**src/rtl/pong_matrix_driver.sv**
```systemverilog
// ============================================================================
// Module   : pong_matrix_driver
// Purpose  : Renders the pong playfield onto a 64x32 1/16-scan HUB75 panel.
// Revision : 1.0 - initial release
// ============================================================================
`default_nettype none

module pong_matrix_driver #(
    parameter int ON_CYCLES     = 256,
    parameter int PADDLE_HEIGHT = 4
) (
    input  logic       clk,
    input  logic       reset,
    input  logic [5:0] leftPaddleY,
    input  logic [5:0] rightPaddleY,
    input  logic [5:0] xBallPosition,
    input  logic [4:0] yBallPosition,
    input  logic [3:0] leftScore,
    input  logic [3:0] rightScore,
    output logic       matClk,
    output logic       matLatch,
    output logic       matOE_n,
    output logic [3:0] matAddr,
    output logic [2:0] matRGB1,
    output logic [2:0] matRGB2,
    output logic       frameStart
);

    typedef enum logic [1:0] {
        ST_SHIFT   = 2'd0,
        ST_BLANK   = 2'd1,
        ST_LATCH   = 2'd2,
        ST_DISPLAY = 2'd3
    } state_t;

    // One counter serves both the 128-cycle shift and the display dwell.
    localparam int               C_CNT_W      = (ON_CYCLES > 128) ? $clog2(ON_CYCLES) : 7;
    localparam logic [C_CNT_W-1:0] C_SHIFT_LAST = C_CNT_W'(127);
    localparam logic [C_CNT_W-1:0] C_DISP_LAST  = C_CNT_W'(ON_CYCLES - 1);
    localparam logic [6:0]       C_PH         = 7'(PADDLE_HEIGHT);

    state_t               state_q, state_d;
    logic [3:0]           row_q, row_d;
    logic [C_CNT_W-1:0]   cnt_q, cnt_d;
    logic [5:0]           lp_q, lp_d, rp_q, rp_d, bx_q, bx_d;
    logic [4:0]           by_q, by_d;
    logic [3:0]           ls_q, ls_d, rs_q, rs_d;
    logic                 mat_clk_q, mat_clk_d;
    logic                 mat_latch_q, mat_latch_d;
    logic                 mat_oe_n_q, mat_oe_n_d;
    logic [3:0]           mat_addr_q, mat_addr_d;
    logic [2:0]           mat_rgb1_q, mat_rgb1_d;
    logic [2:0]           mat_rgb2_q, mat_rgb2_d;
    logic                 frame_start_q, frame_start_d;

    logic                 w_sample;
    logic [5:0]           w_lp, w_rp, w_bx, w_col;
    logic [4:0]           w_by;
    logic [3:0]           w_ls, w_rs;

    function automatic logic in_paddle(input logic [5:0] top, input logic [4:0] row);
        logic [6:0] top7;
        logic [6:0] row7;
        top7 = {1'b0, top};
        row7 = {2'b00, row};
        return (row7 <= top7) && ((top7 - row7) < C_PH);
    endfunction

    function automatic logic [2:0] pixel(
        input logic [5:0] col,
        input logic [4:0] row,
        input logic [5:0] bx,
        input logic [4:0] by,
        input logic [5:0] lp,
        input logic [5:0] rp,
        input logic [3:0] ls,
        input logic [3:0] rs
    );
        logic [6:0] col7;
        logic [6:0] ls7;
        logic [6:0] rs7;
        logic       r;
        logic       g;
        logic       b;
        col7 = {1'b0, col};
        ls7  = {3'b000, ls};
        rs7  = {3'b000, rs};
        r    = (col == bx) && (row == by);
        g    = ((col == 6'd0)  && in_paddle(lp, row)) ||
               ((col == 6'd63) && in_paddle(rp, row));
        b    = (row == 5'd0) &&
               (((col7 >= 7'd16) && (col7 <= 7'd15 + ls7)) ||
                ((col7 >= 7'd48 - rs7) && (col7 <= 7'd47)));
        return {r, g, b};
    endfunction

    // The frame's first pixel is drawn from the live inputs on the same edge they are captured.
    assign w_sample = (state_q == ST_SHIFT) && (row_q == 4'd0) && (cnt_q == '0);
    assign w_lp     = w_sample ? leftPaddleY   : lp_q;
    assign w_rp     = w_sample ? rightPaddleY  : rp_q;
    assign w_bx     = w_sample ? xBallPosition : bx_q;
    assign w_by     = w_sample ? yBallPosition : by_q;
    assign w_ls     = w_sample ? leftScore     : ls_q;
    assign w_rs     = w_sample ? rightScore    : rs_q;
    assign w_col    = cnt_q[6:1];

    always_comb begin
        state_d       = state_q;
        row_d         = row_q;
        cnt_d         = cnt_q;
        lp_d          = w_lp;
        rp_d          = w_rp;
        bx_d          = w_bx;
        by_d          = w_by;
        ls_d          = w_ls;
        rs_d          = w_rs;
        mat_clk_d     = 1'b0;
        mat_latch_d   = 1'b0;
        mat_oe_n_d    = 1'b1;
        mat_addr_d    = mat_addr_q;
        mat_rgb1_d    = 3'b000;
        mat_rgb2_d    = 3'b000;
        frame_start_d = 1'b0;

        case (state_q)
            ST_SHIFT: begin
                mat_clk_d     = cnt_q[0];
                mat_rgb1_d    = pixel(w_col, {1'b0, row_q}, w_bx, w_by, w_lp, w_rp, w_ls, w_rs);
                mat_rgb2_d    = pixel(w_col, {1'b1, row_q}, w_bx, w_by, w_lp, w_rp, w_ls, w_rs);
                frame_start_d = w_sample;
                if (cnt_q == C_SHIFT_LAST) begin
                    cnt_d   = '0;
                    state_d = ST_BLANK;
                end else begin
                    cnt_d = cnt_q + 1'b1;
                end
            end
            ST_BLANK: begin
                mat_addr_d = row_q;
                state_d    = ST_LATCH;
            end
            ST_LATCH: begin
                mat_latch_d = 1'b1;
                state_d     = ST_DISPLAY;
            end
            default: begin
                mat_oe_n_d = 1'b0;
                if (cnt_q == C_DISP_LAST) begin
                    cnt_d   = '0;
                    row_d   = row_q + 1'b1;
                    state_d = ST_SHIFT;
                end else begin
                    cnt_d = cnt_q + 1'b1;
                end
            end
        endcase
    end

    always_ff @(posedge clk or negedge reset) begin
        if (!reset) begin
            state_q       <= ST_SHIFT;
            row_q         <= 4'd0;
            cnt_q         <= '0;
            lp_q          <= 6'd0;
            rp_q          <= 6'd0;
            bx_q          <= 6'd0;
            by_q          <= 5'd0;
            ls_q          <= 4'd0;
            rs_q          <= 4'd0;
            mat_clk_q     <= 1'b0;
            mat_latch_q   <= 1'b0;
            mat_oe_n_q    <= 1'b1;
            mat_addr_q    <= 4'd0;
            mat_rgb1_q    <= 3'b000;
            mat_rgb2_q    <= 3'b000;
            frame_start_q <= 1'b0;
        end else begin
            state_q       <= state_d;
            row_q         <= row_d;
            cnt_q         <= cnt_d;
            lp_q          <= lp_d;
            rp_q          <= rp_d;
            bx_q          <= bx_d;
            by_q          <= by_d;
            ls_q          <= ls_d;
            rs_q          <= rs_d;
            mat_clk_q     <= mat_clk_d;
            mat_latch_q   <= mat_latch_d;
            mat_oe_n_q    <= mat_oe_n_d;
            mat_addr_q    <= mat_addr_d;
            mat_rgb1_q    <= mat_rgb1_d;
            mat_rgb2_q    <= mat_rgb2_d;
            frame_start_q <= frame_start_d;
        end
    end

    assign matClk     = mat_clk_q;
    assign matLatch   = mat_latch_q;
    assign matOE_n    = mat_oe_n_q;
    assign matAddr    = mat_addr_q;
    assign matRGB1    = mat_rgb1_q;
    assign matRGB2    = mat_rgb2_q;
    assign frameStart = frame_start_q;

endmodule

`default_nettype wire
```
**config.mk**
```make
export PLATFORM = sky130hd
export DESIGN_NAME = pong_matrix_driver
export DESIGN_NICKNAME = d
export VERILOG_FILES = /design/src/rtl/pong_matrix_driver.sv
export SDC_FILE = /design/constraint.sdc
export NUM_CORES = 1
export LEC_CHECK = 0
export CORE_ASPECT_RATIO = 0.7
export CORE_MARGIN = 1.5
export CORE_UTILIZATION = 45
export DETAILED_ROUTE_END_ITERATION = 16
export PLACE_DENSITY = 0.68
export SLEW_MARGIN = 20
export SYNTH_ARGS = -nofsm -noshare
export SYNTH_HDL_FRONTEND = slang
export SYNTH_SLANG_ARGS = --single-unit
```
**constraint.sdc**
```tcl
create_clock -name clk -period 11.29 [get_ports clk]
set_input_delay 3.387 -clock clk [delete_from_list [all_inputs] [get_ports clk]]
set_output_delay 3.387 -clock clk [all_outputs]
set_load 0.1 [all_outputs]
```
Word level (Yosys, flattened, before mapping)
Cells that the tools add are included.
{ "totals": {"register_bits": 59, "latchBits": 0, "ram_bits": 0, "rom_bits": 0, "inputBits": 33, "wordCells": 91, "memories": 0} }
{ "classes": {"n_addsub": 8, "n_mul": 0, "div_mod_pow": 0, "magnitude_cmp": 12, "n_eq_ne": 9, "shifts": 0, "muxes": 18, "bitwise": 1, "reduce_logical": 27} }
{ "ops": {"columns": ["operator", "count"], "rows": [
  ["$lt A7 B3 Y1 const B", 4],
  ["$mux W6", 3],
  ["$mux W8", 2],
  ["$pmux W8 S2", 1],
  ["$logic_and A1 B1 Y1", 15],
  ["$sub A6 B4 Y7", 2],
  ["$sub A6 B5 Y7", 2],
  ["$le A4 B6 Y1", 2],
  ["$le A5 B6 Y1", 2],
  ["$add A8 B1 Y8 const B", 1],
  ["$eq A8 B7 Y1 const B", 1],
  ["$eq A8 B8 Y1 const B", 1],
  ["$logic_not A8 Y1", 1],
  ["$mux W4", 2],
  ["$ge A6 B7 Y1", 1],
  ["$sub A6 B4 Y7 const A", 1],
  ["$eq A6 B6 Y1", 1],
  ["$eq A6 B6 Y1 const B", 1],
  ["$ge A6 B5 Y1 const B", 1],
  ["$le A6 B5 Y1", 1],
  ["$le A6 B6 Y1 const B", 1],
  ["$logic_not A6 Y1", 1],
  ["$mux W3", 2],
  ["$pmux W2 S3", 1],
  ["other kinds (18)", 25]
]} }

Logic depth before layout (Yosys ltp)
{ "depth": {"word_depth": 10, "ltp_mapped": 15} }

Worst setup path after synthesis
No wires, ideal clock.
{ "synth_path": {"kind": "in2reg", "start": "input rightPaddleY[1]", "end": "register mat_rgb2_q[1], in the netlist matRGB2[1]", "setup_time_ps": 65, "t_arrival_ps": 5140, "t_required_ps": 11225, "path_slack_ps": 6085, "cell_stages": 8, "path_buffers": 0, "path_cell_list": "mux2_2 -> ha_1 -> nor2b_1 -> or3_1 -> a21oi_1 -> or4b_2 -> a31oi_1 -> o21a_1"} }
{ "synth_via": {"elab_chain_len": 7} }
{ "synth_lines": {"columns": ["element", "line", "rtl"], "rows": [
  ["start: declaration", "15", "input logic [5:0] rightPaddleY,"],
  ["$mux W6 *", "100", "assign w_rp = w_sample ? rightPaddleY : rp_q;"],
  ["$sub A6 B5 Y7", "66", "return (row7 <= top7) && ((top7 - row7) < C_PH);"],
  ["$lt A7 B3 Y1", "66", null],
  ["$logic_and A1 B1 Y1 *", "66", null],
  ["$logic_and A1 B1 Y1 *", "90", "((col == 6'd63) && in_paddle(rp, row));"],
  ["$logic_or A1 B1 Y1 *", "89", "g = ((col == 6'd0) && in_paddle(lp, row)) ||"],
  ["$mux W3 *", "125", "case (state_q)"],
  ["via mat_rgb2_d[1]", "53", "logic [2:0] mat_rgb2_q, mat_rgb2_d;"],
  ["end signal: assignment", "192", "mat_rgb2_q <= mat_rgb2_d;"],
  ["end: declaration", "53", null]
]} }
The timed path passes the listed nets; every way through them passes the cells marked *.
A chain may end at the register's enable or synchronous reset.

Final worst setup path
{ "layout_path": {"start": "input rightPaddleY[1]", "end": "register mat_rgb2_q[1], in the netlist matRGB2[1]"} }
{ "layout_via": {"elab_chain_len": 7} }
{ "layout_lines": {"columns": ["element", "line", "rtl"], "rows": [
  ["$mux W6 *", "100", null],
  ["via rp_d[1]", "45", "logic [5:0] lp_q, lp_d, rp_q, rp_d, bx_q, bx_d;"],
  ["$sub A6 B5 Y7", "66", null],
  ["$lt A7 B3 Y1", "66", null],
  ["$logic_and A1 B1 Y1 *", "66", null],
  ["$logic_and A1 B1 Y1 *", "90", null],
  ["$logic_or A1 B1 Y1 *", "89", null],
  ["$mux W3 *", "125", null],
  ["via mat_rgb2_d[1]", "53", null]
]} }
Marked as above.

==> run_results.csv <==
group,metric,value,unit
run_status,status,"complete, no violations",
synthesis,netlist_instances,304,
sta,fin_skew,0.00722,ns
synthesis,async_reset_ff_share,100,%
grt,first_global_vias,2448,
routing,vias_per_cell,5.20,
power_and_ir_drop,clkPwrFrac,46.7,%
power_and_ir_drop,swShare,22.5,%
grt,grt_usage,19.5,%
power_and_ir_drop,power_density,122,mW/mm2
sta,slew_headroom,35.3,%
die,io_pins,47,
critical_path,crit_chain,"clkdlybuf4s50_1, mux2_2, ha_1, nor2b_1, or3_1, a21oi_1, or4b_2, a31oi_1, o21a_1",
cts,clkLatencyLatePin,0.34,ns
grt,grt.busiest_layer,"met2",
synthesis,syn_area,0.00332,mm2
cts,cts_sinks,58,
cts,numCtsBuffers,9,
cells_and_area,area_growth,22.3,%
synthesis,synth_cell_types,49,
grt,gr-total-overflow,0,
sta,rsz0062_at_grt,"no",
cts,tritoncts,"yes",
die,design.core.area,0.00694,mm2
sta,worst_pin_slew,0.967,ns
place,place_hpwl,4.75,mm
synthesis,synth_flop_cell,"dfrtp_1",
synthesis,netlist.area_leader.share,43.0,%
critical_path,crit_fanout,4,
routing,wl,6.70,mm
cells_and_area,diodes,0,
power_and_ir_drop,p_int,0.000383,W
critical_path,timing_worst_setup_path_type,"in2reg",
power_and_ir_drop,p_leak,1.77,nW
synthesis,synth_nets,365,
sta,slew_viol_final,0,
cts,clk_pin_slew,0.07,ns
synthesis,synthTopCellsByCount,"57 x dfrtp_1, 28 x ha_1, 28 x inv_1, 22 x mux2_2, 18 x nand2_1",
power_and_ir_drop,p_seq_share,43.8,%
synthesis,synth.most_common_cell,"dfrtp_1",
die,rows,25,
synthesis,ys_seq_area_share,43.8,%
die,dieArea,0.00790,mm2
cts,cts_root_buf,"clkbuf_8",
sta,tns,0,ns
sta,post-route-min-period,5.40,ns
cts,htreeDepth,3,
routing,drtIter0Drc,104,
critical_path,endpoint,"matRGB2[1]",
cts,cts_buffer_depth,2,
synthesis,ys_warn_count,0,
cts,cts_setup_buffers,0,
routing,ant_nets,0,
critical_path,r2r_start,"state_q[0]",
critical_path,crit_start,"rightPaddleY[1]",
grt,grt_use_met2,31.7,%
cells_and_area,drive_above_1_share,12.6,%
critical_path,reg2regPathDepth,13,
routing,wire_per_inst,14.8,um
sta,setup_viol,0,
routing,route.detailed.drc,0,
routing,vias,2346,
die,die_w,106,um
die,die_h,74.8,um
run,cap_viol_max_count,0,
critical_path,ff2ff_setup_slack,6.39,ns
cts,cts_hold_buf,0,
die,start_util,47.7,%
place,routabilityCongestion,0.818,
worst_hold_path,hold_path_class,"reg2reg",
synthesis,synth_top_area_cell,"dfrtp_1",
cts,ctsResizeCount,0,
critical_path,critPathArrivalTime,5.67,ns
critical_path,cp_slowest_cell,"or4b_2",
critical_path,required,11.56,ns
cells_and_area,nets,413,
routing,first_pass_iters,7,
critical_path,endpoint_kind,"flop",
sta,final_hold_viol_count,0,
sta,setup_slack,5.89,ns
grt,gr-usage-met1,26.7,%
place,portBuffers,45,
cells_and_area,fill_cells,606,
synthesis,synth-edff-count,0,
critical_path,start_kind,"primary input",
synthesis,synth_area_leaders,"dfrtp_1 43%, ha_1 11%, mux2_2 7.5%, xnor2_1 4.5%, mux2i_1 3.6%",
grt,antenna_found_initial,0,
sta,period_share,47.8,%
power_and_ir_drop,p_comb_share,9.5,%
critical_path,r2r-end,"matRGB1[1]",
power_and_ir_drop,ir_drop,0.0609,mV
sta,fmax,0.185,GHz
grt,grt_first_pass_wirelength,12.0,mm
synthesis,syn_avg_cell_area,10.9,um2
synthesis,ys_seq_elements,58,
critical_path,critPathMaxStageDelay,0.62,ns
power_and_ir_drop,p_sw,0.000111,W
grt,grt_start_max_net_pins,59,
grt,met3_usage,4.68,%
place,pre_cts_slack,5.55,ns
## area by class of cell
cell class | count | area, um2 | area share (%)
multi-input cells | 208 | 1690 | 41.6
flip-flops and latches | 58 | 1450 | 35.8
repair buffers | 47 | 460 | 11.4
clock buffers | 10 | 128 | 3.15
well taps | 94 | 118 | 2.90
clock inverters | 6 | 105 | 2.59
inverters | 28 | 105 | 2.59
## how the worst min path moves through the flow
stage	startpoint	end	slack [ns]	cells after the start
global placement	lp_q[0]	lp_q[0]	0.47	2
global route	rp_q[2]	rp_q[2]	0.52	1
finish	rp_q[0]	rp_q[0]	0.49	2
CTS	lp_q[0]	lp_q[0]	0.50	2
detailed placement	lp_q[0]	lp_q[0]	0.48	2
floorplan	by_q[4]	by_q[4]	0.45	2
## critical path, delay by kind of cell
| family | cells | cell delay, ns |
|---|---|---|
| mux | 1 | 0.27 |
| fa+ha+maj | 1 | 0.26 |
| compound gates | 3 | 0.39 |
| buf+inv | 1 | 0.40 |
| simple gates | 3 | 0.95 |
## power groups by stage
stage | clock network (W) | registers (W) | logic, W
CTS | 0.000236 | 0.000216 | 0.0000479
global placement | 0 | 0.000220 | 0.0000464
floorplan | 0 | 0.000223 | 0.0000226
detailed placement | 0 | 0.000220 | 0.0000476
finish | 0.000231 | 0.000216 | 0.0000472
global route | 0.000244 | 0.000217 | 0.0000531
## layer usage
| metal | share of wire, % | vias up | routed length [um] |
|---|---|---|---|
| li1 | - | 1163 | - |
| met1 | 51 | 1119 | 3390 |
| met2 | 43 | 57 | 2900 |
| met3 | 5.2 | 7 | 350 |
| met4 | 0.87 | 0 | 58 |
| met5 | 0 | - | 0 |
## state kept, by name, summed over array words and instances (netlist names)
register and count:
cnt_q 8, bx_q 6, lp_q 6, rp_q 6, by_q 5, ls_q 4
matAddr 4, row_q 4, rs_q 4, matRGB1 3, matRGB2 2, state_q 2
frameStart 1, matClk 1, matLatch 1, matOE_n 1
## through the flow
step	power, W	area [um2]	util, %	hold slack, ns	cells
2_1_floorplan	0.000246	3320	-	0.450	304
3_3_place_gp	0.000266	3820	55.1	0.469	435
3_5_place_dp	0.000268	3820	55.1	0.484	435
4_1_cts	0.000500	4060	58.4	0.501	451
5_1_grt	0.000514	4060	58.4	0.517	451
6_report	0.000494	4060	58.4	0.492	451
## cells by family (layout without fill, tap and decap cells)
| logic type | after synthesis | count (layout) | share of synthesized area [%] |
|---|---|---|---|
| AND/OR/NAND/NOR | 76 | 76 | 13.7 |
| flip-flops | 58 | 58 | 43.8 |
| adder cells (fa/ha/maj) | 28 | 28 | 10.6 |
| other | 1 | 1 | 0.113 |
| multiplexers | 34 | 34 | 11.1 |
| XOR/XNOR | 25 | 25 | 6.60 |
| AO/OA/AOI/OAI | 44 | 44 | 8.87 |
| buffers and inverters | 38 | 91 | 5.28 |
## placed cells by master, fill, tap and decap left out, types with 2 or more instances in the layout
| cell type | count |
|---|---|
| or4bb_1 | 3 |
| nand3_1 | 5 |
| nand4_1 | 3 |
| dfrtp_1 | 57 |
| inv_1 | 28 |
| and4_1 | 2 |
| xnor2_1 | 17 |
| mux2i_1 | 12 |
| nor3_1 | 3 |
| and3_1 | 2 |
| buf_4 | 2 |
| clkbuf_8 | 9 |
| a21oi_1 | 7 |
| o22ai_1 | 2 |
| o2111ai_1 | 3 |
| nor2b_1 | 3 |
| a221o_1 | 2 |
| o211ai_1 | 2 |
| mux2_2 | 22 |
| o21a_1 | 3 |
| and3b_1 | 2 |
| clkinv_2 | 3 |
| o21ai_0 | 11 |
| nand2b_1 | 5 |
| bufinv_16 | 3 |
| nor2_1 | 12 |
| a21o_1 | 2 |
| a211oi_1 | 2 |
| nand2_1 | 18 |
| nor3b_1 | 5 |
| a31oi_1 | 4 |
| clkdlybuf4s50_1 | 44 |
| and2_1 | 5 |
| ha_1 | 28 |
| or4b_2 | 2 |
| xor2_1 | 8 |
No activity file was read; power rests on OpenSTA's default activity.
==> RTL change, RTL diff (same flow settings) <==
Add an input register stage for `leftPaddleY`, `rightPaddleY`, `xBallPosition`, `yBallPosition`, `leftScore` and `rightScore`, without a reset; this delays them by one clock.
--- a/src/rtl/pong_matrix_driver.sv
+++ b/src/rtl/pong_matrix_driver.sv
@@ -38,6 +38,22 @@
     localparam logic [C_CNT_W-1:0] C_SHIFT_LAST = C_CNT_W'(127);
     localparam logic [C_CNT_W-1:0] C_DISP_LAST  = C_CNT_W'(ON_CYCLES - 1);
     localparam logic [6:0]       C_PH         = 7'(PADDLE_HEIGHT);
+
+    logic [5:0] leftPaddleY_q;
+    logic [5:0] rightPaddleY_q;
+    logic [5:0] xBallPosition_q;
+    logic [4:0] yBallPosition_q;
+    logic [3:0] leftScore_q;
+    logic [3:0] rightScore_q;
+
+    always_ff @(posedge clk) begin
+        leftPaddleY_q   <= leftPaddleY;
+        rightPaddleY_q  <= rightPaddleY;
+        xBallPosition_q <= xBallPosition;
+        yBallPosition_q <= yBallPosition;
+        leftScore_q     <= leftScore;
+        rightScore_q    <= rightScore;
+    end
 
     state_t               state_q, state_d;
     logic [3:0]           row_q, row_d;
@@ -96,12 +112,12 @@
 
     // The frame's first pixel is drawn from the live inputs on the same edge they are captured.
     assign w_sample = (state_q == ST_SHIFT) && (row_q == 4'd0) && (cnt_q == '0);
-    assign w_lp     = w_sample ? leftPaddleY   : lp_q;
-    assign w_rp     = w_sample ? rightPaddleY  : rp_q;
-    assign w_bx     = w_sample ? xBallPosition : bx_q;
-    assign w_by     = w_sample ? yBallPosition : by_q;
-    assign w_ls     = w_sample ? leftScore     : ls_q;
-    assign w_rs     = w_sample ? rightScore    : rs_q;
+    assign w_lp     = w_sample ? leftPaddleY_q : lp_q;
+    assign w_rp     = w_sample ? rightPaddleY_q : rp_q;
+    assign w_bx     = w_sample ? xBallPosition_q : bx_q;
+    assign w_by     = w_sample ? yBallPosition_q : by_q;
+    assign w_ls     = w_sample ? leftScore_q   : ls_q;
+    assign w_rs     = w_sample ? rightScore_q  : rs_q;
     assign w_col    = cnt_q[6:1];
 
     always_comb begin
Behaviour: not the same (a bounded check fails within 4 cycles, from zero or initial values and one cycle with reset low).
==> RTL change against the unedited design <==
  * First-iteration DRC count increased by 82%
  * Cell count grew 14%
  * Global-route usage down 1.7 points
  * Total power is 40% higher
  * Routed wire length grew 12%
  * Critical path depth fell by 8
  * Design area grew 20%
  * Clock skew fell by 0.0027 ns
  * Setup slack gained 0.043 ns
  * Sequential cell count grew 31
  * Synthesized area grew 22%
  * Via count up 14%
  * Clock power is 34% higher
  * Largest cell class is now sequential cells
==> RTL change: results (changes against the unedited design) <==
Synthesis
  – Post-synthesis sequential area ratio: 0.512 (was 0.438)
  – Ys Warns: 0 (unchanged)
  – Post-synthesis net count: 405 (was 365)
  – Library cells used by synthesis: 61 (was 49)
  – Synth top area cells: dfrtp_1 35%, dfxtp_1 15%, ha_1 8.6% (was dfrtp_1 43%, ha_1 11%, mux2_2 7.5%)
  – Ys async rst share: 0.652 (was 1.00)
  – Commonest cells in the netlist: 57 x dfrtp_1, 31 x dfxtp_1, 28 x ha_1, 28 x inv_1, 22 x mux2_2 (was 57 x dfrtp_1, 28 x ha_1, 28 x inv_1)

Detailed routing
  – DR pass1 iterations: 4 (was 7)
  – Detailed Route WL: 7490 um (was 6700 um)
  – DR vias/cell: 5.20 (about the same)
  – Initial drt markers: 189 (was 104)

Clocking
  – PostCTS Resize Cnt: 0 (unchanged)
  – Later-pin clock latency in the skew report: 0.34 ns (about the same)
  – Postcts setup bufs: 0 (unchanged)
  – Maximum clock insertion buffer count: 2 (unchanged)
  – H-tree depth: 3 (unchanged)
  – Clock root buffer: clkbuf_16 (was clkbuf_8)

Worst setup path
  – Worst Setup SP: matOE_n (was rightPaddleY[1])
  – Worst-path fanout max: 1 (was 4)
  – Reg2reg start: state_q[0] (unchanged)
  – Critical path arrival: 1.97 ns (was 5.67 ns)
  – Worst path top cell family by delay: buffers and inverters (was simple AND/OR/NAND/NOR gates)
  – CP max-delay cell: clkdlybuf4s50_1 (was or4b_2)
  – Largest stage delay, worst path: 1.12 ns (was 0.62 ns)

Global routing
  – Total track usage: 0.178 (was 0.195)
  – Antenna violations before repair: 0 (unchanged)
  – Largest net degree at the start of global routing: 59 (unchanged)
  – Vias in the first global route: 2640 (was 2448)
  – First-pass GRT wire length: 12700 um (was 12000 um)

Layout
  – Share of cells above drive strength 1: 0.144 (was 0.126)
  – Max FFs per register: 8 (unchanged)
  – FILL cells: 722 (was 606)
  – ANT cells: 0 (unchanged)
  – Nets: 452 (was 413)

STA
  – Clk_skew: 0.00455 ns (was 0.00722 ns)
  – Slew HR: 0.330 (was 0.353)

Placed design
  – I/O Buffers: 45 (unchanged)
  – Post-DP HPWL: 5240 um (was 4750 um)
  – GPL Wtd Cong: 0.813 (was 0.818)

Power and ir drop
  – Worst IR drop on VDD: 0.0681 mV (was 0.0609 mV)
  – Sw Ratio: 0.206 (was 0.225)
  – P_leak: 0.00207 uW (was 0.00177 uW)

Hold path
  – Worst hold start: yBallPosition_q[3] (was rp_q[0])
  – Hold crit path type: flop to flop (unchanged)

Outcome
  – Status: complete, no violations (unchanged)
-- RTL change: layout make-up --
type,count,area share
clock buffer,14,0.0582
tap,120,0.0308
inverter,28,0.0215
sequential,89,0.425
multi-input combinational,216,0.363
clock inverter,2,0.00718
timing repair buffer,47,0.0943
-- RTL change: final timing paths --
| kind | to | slack (ns) | cells past startpoint |
|---|---|---|---|
| setup / recovery | matOE_n | 5.93 | 1 |
| hold / removal | by_q[3] | 0.47 | 2 |
| setup reg to reg | matRGB1[0] | 6.89 | 13 |
| hold reg to reg | by_q[3] | 0.47 | 2 |
| max in group asynchronous | ls_q[2] | 7.59 | 2 |
| min in group asynchronous | frameStart | 3.18 | 2 |
-- RTL change: through the flow --
| step | area, um2 | cells | hold WS, ns | power [uW] | setup WS (ns) |
|---|---|---|---|---|---|
| floorplan | 4050 | 344 | 0.434 | 366 | 7.01 |
| CTS | 4880 | 516 | 0.471 | 699 | 5.92 |
| global placement | 4560 | 500 | 0.454 | 387 | 6.29 |
| global route | 4880 | 516 | 0.507 | 720 | 5.90 |
| finish | 4880 | 516 | 0.471 | 691 | 5.93 |
| detailed placement | 4560 | 500 | 0.452 | 388 | 6.29 |
-- RTL change: metal layers --
| metal | global-route usage | vias to the layer above | share of wire |
|---|---|---|---|
| met5 | 0 | - | 0 |
| met3 | 0.0693 | 10 | 0.069 |
| li1 | - | 1306 | - |
| met4 | 0.0537 | 0 | 0.013 |
| met1 | 0.242 | 1303 | 0.48 |
| met2 | 0.265 | 65 | 0.44 |
-- RTL change: power groups by stage --
stage | logic [uW] | clock network, uW | registers (uW)
2_1_floorplan | 23.5 | 0 | 343
3_3_place_gp | 46.0 | 0 | 341
3_5_place_dp | 47.4 | 0 | 341
4_1_cts | 47.7 | 317 | 335
5_1_grt | 52.6 | 332 | 336
6_report | 46.8 | 309 | 335
-- RTL change: logic make-up after synthesis --
logic type,count (synthesis),synth area share
xor+xnor,18,0.0389
compound gates,55,0.0948
fa+ha+maj,28,0.0864
flops,89,0.512
other cells,1,0.000925
buf+inv,39,0.0506
mux,35,0.0945
simple gates,79,0.122
